**config.mk**
```make
export PLATFORM = sky130hd
export DESIGN_NAME = if_id_queue
export DESIGN_NICKNAME = d
export VERILOG_FILES = /design/src/rtl/if_id_queue.sv
export SDC_FILE = /design/constraint.sdc
export NUM_CORES = 1
export LEC_CHECK = 0
export CELL_PAD_IN_SITES_DETAIL_PLACEMENT = 1
export CELL_PAD_IN_SITES_GLOBAL_PLACEMENT = 2
export CORE_MARGIN = 3
export CORE_UTILIZATION = 45
export CTS_CLUSTER_SIZE = 40
export DETAILED_ROUTE_END_ITERATION = 10
export PLACE_DENSITY_LB_ADDON = 0.1
export SLEW_MARGIN = 30
export SYNTH_ARGS = -nofsm -noshare
export SYNTH_HDL_FRONTEND = slang
export SYNTH_SLANG_ARGS = --single-unit
export TNS_END_PERCENT = 30
```
**constraint.sdc**
```tcl
create_clock -name clk -period 4.72 [get_ports clk]
set_input_delay 0.708 -clock clk [delete_from_list [all_inputs] [get_ports clk]]
set_output_delay 0.708 -clock clk [all_outputs]
set_load 0.05 [all_outputs]
```
**src/rtl/if_id_queue.sv**
```systemverilog
// rtl/if_id_queue.sv - In-order {PC, instruction} queue between IF and ID stages.
// Optional build macro IFQ_NOP_FILL_EN: present addi x0,x0,0 at PC 0 while the queue is empty.
module if_id_queue #(
  parameter int DEPTH = 4,
  localparam int PTR_W = $clog2(DEPTH)
) (
  input  logic             clk,
  input  logic             reset,
  input  logic [31:0]      PC_if,
  input  logic [31:0]      Instruction_if,
  input  logic             if_valid,
  output logic             if_ready,
  input  logic             IF_flush,
  output logic [31:0]      PC_id,
  output logic [31:0]      Instruction_id,
  output logic             id_valid,
  input  logic             id_ready,
  output logic [PTR_W:0]   count
);

  localparam logic [PTR_W:0] FULL = (PTR_W + 1)'(DEPTH);

  logic [63:0]      mem [DEPTH];
  logic [PTR_W-1:0] wp;
  logic [PTR_W-1:0] rp;
  logic             push;
  logic             pop;
  logic [63:0]      head;

  // if_ready depends only on occupancy, keeping ID's stall off the IF path.
  assign if_ready = (count != FULL);
  assign id_valid = (count != '0);
  assign push     = if_valid && if_ready;
  assign pop      = id_valid && id_ready;
  assign head     = mem[rp];

  always_ff @(posedge clk or negedge reset) begin
    if (!reset) begin
      wp    <= '0;
      rp    <= '0;
      count <= '0;
      for (int i = 0; i < DEPTH; i++) begin
        mem[i] <= '0;
      end
    end else if (IF_flush) begin
      // Redirect: drop everything queued and any push arriving with it.
      wp    <= '0;
      rp    <= '0;
      count <= '0;
    end else begin
      if (push) begin
        mem[wp] <= {PC_if, Instruction_if};
        wp      <= wp + PTR_W'(1);
      end
      if (pop) begin
        rp <= rp + PTR_W'(1);
      end
      case ({push, pop})
        2'b10:   count <= count + (PTR_W + 1)'(1);
        2'b01:   count <= count - (PTR_W + 1)'(1);
        default: count <= count;
      endcase
    end
  end

`ifdef IFQ_NOP_FILL_EN
  assign PC_id          = id_valid ? head[63:32] : 32'h0000_0000;
  assign Instruction_id = id_valid ? head[31:0]  : 32'h0000_0013;
`else
  assign PC_id          = head[63:32];
  assign Instruction_id = head[31:0];
`endif

endmodule
```
==> reports/results.md <==
| Step | Result | Reported |
| --- | --- | --- |
| sta | Setup repair after global routing missed its margin | no |
| critical path | Worst path required time | 4.01 ns |
| die | Total number of placement rows | 58 |
| critical path | Largest fanout on the critical path | 30 |
| clock tree | Depth of the CTS H-tree | 1 |
| global routing | Wire length of the first global-routing pass | 44300 um |
| critical path | Worst setup path category | reg2out |
| drt | Detail-routed via count per cell | 5.58 |
| drt | Remaining routing DRC violations | 0 |
| clock tree | CTS Root Cell | clkbuf_16 |
| synthesis | Compound-cell area share of the yosys netlist | 0.00909 |
| critical path | Worst R2R Start | count[2]$_DFFE_PN0P_ |
| clock tree | TritonCTS buffer count | 30 |
| clock tree | Insertion delay of the later-clocked pin in the worst-skew pair | 0.54 ns |
| placement | Worst setup timing slack at the placement stage | 1.37 ns |
| critical path | CP Launch Type | flip-flop |
| die | Die Area | 28300 um2 |
| clock tree | CTS tree | built |
| placement | Placer congestion estimate | 0.700 |
| outcome | Outcome | completed |
| global routing | Gr ovfl total | 0 |
| synthesis | Nets in the synthesized netlist | 754 |
| sta | Max-slew headroom at the worst pin | 0.494 |
| synthesis | Top FF cell, synth | dfrtp_1 |
| synthesis | Combined area of all synthesized cells | 11800 um2 |
| global routing | Pin count of the biggest net entering global routing | 125 |
| placement | Count of buffers inserted at the top-level ports | 137 |
| critical path | Number of cells traversed by the worst register-to-register path | 5 |
| drt | Vias | 6504 |
| layout | Filler instances | 2312 |
| die | Die span in x | 168 um |
| drt | Count of routing violations after the opening detailed-route iteration | 260 |
| run | Number of maximum-capacitance violations | 0 |
| synthesis | Combinational family with the most area after synthesis | multiplexers |
| critical path | Arrival time reported for the critical path endpoint | 3.13 ns |
| synthesis | Sequential element share of the synthesized area | 0.556 |
| power | Power density over the cells | 593 nW/um2 |
| global routing | Combined global-route utilization of all metal layers | 0.196 |
| sta | Minimum clock period | 3.84 ns |
| synthesis | Post-synthesis mux area share | 0.384 |
| synthesis | Area share of and/or/nand/nor cells after synthesis | 0.0135 |
| sta | Actual transition at the worst max-transition pin | 0.760 ns |
| die | Starting density of the core | 0.463 |
| die | Vert. Die Dim | 168 um |
| sta | Worst-case clock skew | 0.00656 ns |
| clock tree | Cts hold-fix bufs | 0 |
| layout | Layout cell share with drive strength beyond 1 | 0.462 |
| die | Placeable core area | 25500 um2 |
| clock tree | Post-CTS sizing | 0 |
| drt | Detailed Routing Iterations Pass 1 | 4 |
| critical path | Capture instance of the worst register-to-register path | mem[128]$_DFFE_PN0P_ |
| layout | Area growth from synthesis to layout | 22.4% |
| synthesis | Xor-xnor portion of the synthesized cell area | 0.00222 |
| critical path | FF-to-FF setup slack | 2.33 ns |
| synthesis | Syn_area_per_cell | 17.4 um2 |
| global routing | Number of global-route vias before repair | 7783 |
| sta | Final setup violation count | 0 |
| synthesis | Number of enable flip-flop cells after synthesis | 0 |
| clock tree | Clock net sink count | 263 |
| power | Leakage | 6.27 nW |
| die | I/O pin total | 138 |
| sta | Final Hold Violating Endpoints | 0 |
| placement | HPWL Detailed | 16400 um |
| synthesis | Count of warnings emitted by yosys | 0 |
| drt | Average wire length per cell after detail routing | 23.2 um |
| drt | Count of nets left with antenna violations after detail routing | 0 |
| clock tree | Clk slew on worst S/H paths | 0.06 ns |
| synthesis | Ys async rst share | 1.00 |
| sta | Crit share post-route | 0.813 |
| drt | WL final | 27100 um |
| power | Final Total Pwr | 8.59 mW |
| synthesis | Cell variety after synth | 39 |
| layout | Net total in the final layout | 891 |
| synthesis | Synthesized netlist cell count | 680 |
| sta | Setup TNS | 0 ns |
| synthesis | Post-synthesis share of cell area spent on full adders, half adders and majority gates | 0.00592 |
| min path | Worst min-delay path class | in2async |
| power | Maximum vdd ir drop | 311 uV |
| clock tree | Post-CTS Repair Setup Buffers | 0 |
| sta | Max Slew Vio Count | 0 |
| global routing | Number of antenna violations at the first check in global routing | 0 |
| layout | # diodes | 0 |
| synthesis | Number of flip-flops and latches in the synthesized netlist | 263 |
| sta | F_max | 260 MHz |
| clock tree | Clock buffer depth | 3 |
| sta | Worst-case setup margin in the final layout | 0.881 ns |
| critical path | Element type at the critical path end | output port |
[cells in the mapped netlist, types with 2 or more instances]
master      n  area share
nand3_1     4      0.0017
inv_1       3     0.00095
buf_12      7       0.012
ha_1        4      0.0042
o21ai_0     4      0.0017
nor2_1      7      0.0022
nand3_2     3      0.0025
a31oi_1     2      0.0011
xor2_1      2      0.0015
dfrtp_1   263        0.56
mux4_2     64        0.12
buf_2      26       0.011
a21oi_1     2     0.00085
clkbuf_1   10      0.0032
mux2_2    196        0.19
mux2_4     60       0.076
[layer usage]
layer | up-vias | global-route usage | routed length, um
li1 | 2814 | - | -
met1 | 3526 | 0.260 | 11400
met2 | 128 | 0.343 | 14000
met3 | 36 | 0.0338 | 1190
met4 | 0 | 0.0381 | 409
met5 | - | 0 | 0
[power by group]
| part | leakage [nW] | total [mW] | internal [mW] | switching (mW) |
|---|---|---|---|---|
| clock network | 0.477 | 2.26 | 1.38 | 0.879 |
| registers | 3.30 | 3.38 | 2.95 | 0.432 |
| logic | 2.49 | 2.95 | 1.48 | 1.47 |
| total | 6.27 | 8.59 | 5.81 | 2.78 |
[through the flow]
stage | area, um2 | hold slack [ns] | instances | utilization
6_report | 14500 | 0.0729 | 1165 | 0.567
5_1_grt | 14500 | 0.0942 | 1165 | 0.567
4_1_cts | 14500 | 0.302 | 1164 | 0.566
3_5_place_dp | 13500 | 0.490 | 1114 | 0.528
3_3_place_gp | 13500 | 0.481 | 1113 | 0.527
2_1_floorplan | 11800 | 0.412 | 680 | -
[how the worst max path moves through the flow]
| stage | start | slack, ns | cells after the start | to |
|---|---|---|---|---|
| 2_1_floorplan | count[0]$_DFFE_PN0P_ | 2.31 | 7 | count[2]$_DFFE_PN0P_ |
| 3_3_place_gp | rp[0]$_DFFE_PN0P_ | 1.38 | 3 | PC_id[17] |
| 3_5_place_dp | rp[0]$_DFFE_PN0P_ | 1.37 | 3 | PC_id[21] |
| 4_1_cts | rp[0]$_DFFE_PN0P_ | 0.77 | 3 | PC_id[27] |
| 5_1_grt | rp[0]$_DFFE_PN0P_ | 0.70 | 3 | PC_id[19] |
| 6_report | rp[0]$_DFFE_PN0P_ | 0.88 | 3 | PC_id[21] |
[layout by cell type (no fill, tap or decap), types with 2 or more instances in the layout]
master / n
a21oi_1: 2
clkbuf_8: 9
dfrtp_1: 261
nand3_4: 3
clkdlybuf4s50_1: 136
nor2_1: 7
mux4_2: 64
inv_1: 3
nand3_1: 4
clkbuf_1: 7
buf_4: 5
mux2_4: 60
xor2_1: 2
clkinv_2: 2
o21ai_0: 4
ha_1: 4
clkbuf_16: 31
buf_12: 5
buf_6: 2
mux2_2: 196
dfrtp_4: 2
a31oi_1: 2
[cell type report]
type / instances / area (um2) / area share
clock buffers: 47 / 926 / 0.0639
clock inverters: 3 / 40.0 / 0.00276
inverters: 4 / 15.0 / 0.00104
multi-input cells: 368 / 4940 / 0.341
flip-flops and latches: 263 / 6590 / 0.455
well taps: 330 / 413 / 0.0285
repair buffers: 150 / 1560 / 0.108
[critical path: stages, from the launching register on]
cell and delay (ns):
dfrtp_4 0.86, buf_4 0.44, mux4_2 0.56, clkdlybuf4s50_1 0.72
[sequential cells by signal, summed over array words and instances, names as in the netlist]
register  count
count         3
mem         256
rp            2
wp            2
[cells by family (layout without fill, tap and decap cells)]
kind of cell | count (synthesis) | after routing
fa+ha+maj | 5 | 5
xor+xnor | 3 | 3
simple gates | 24 | 24
flops | 263 | 263
mux | 320 | 320
buf+inv | 49 | 204
compound gates | 16 | 16
Note: power is estimated with default switching activity, not from simulation.
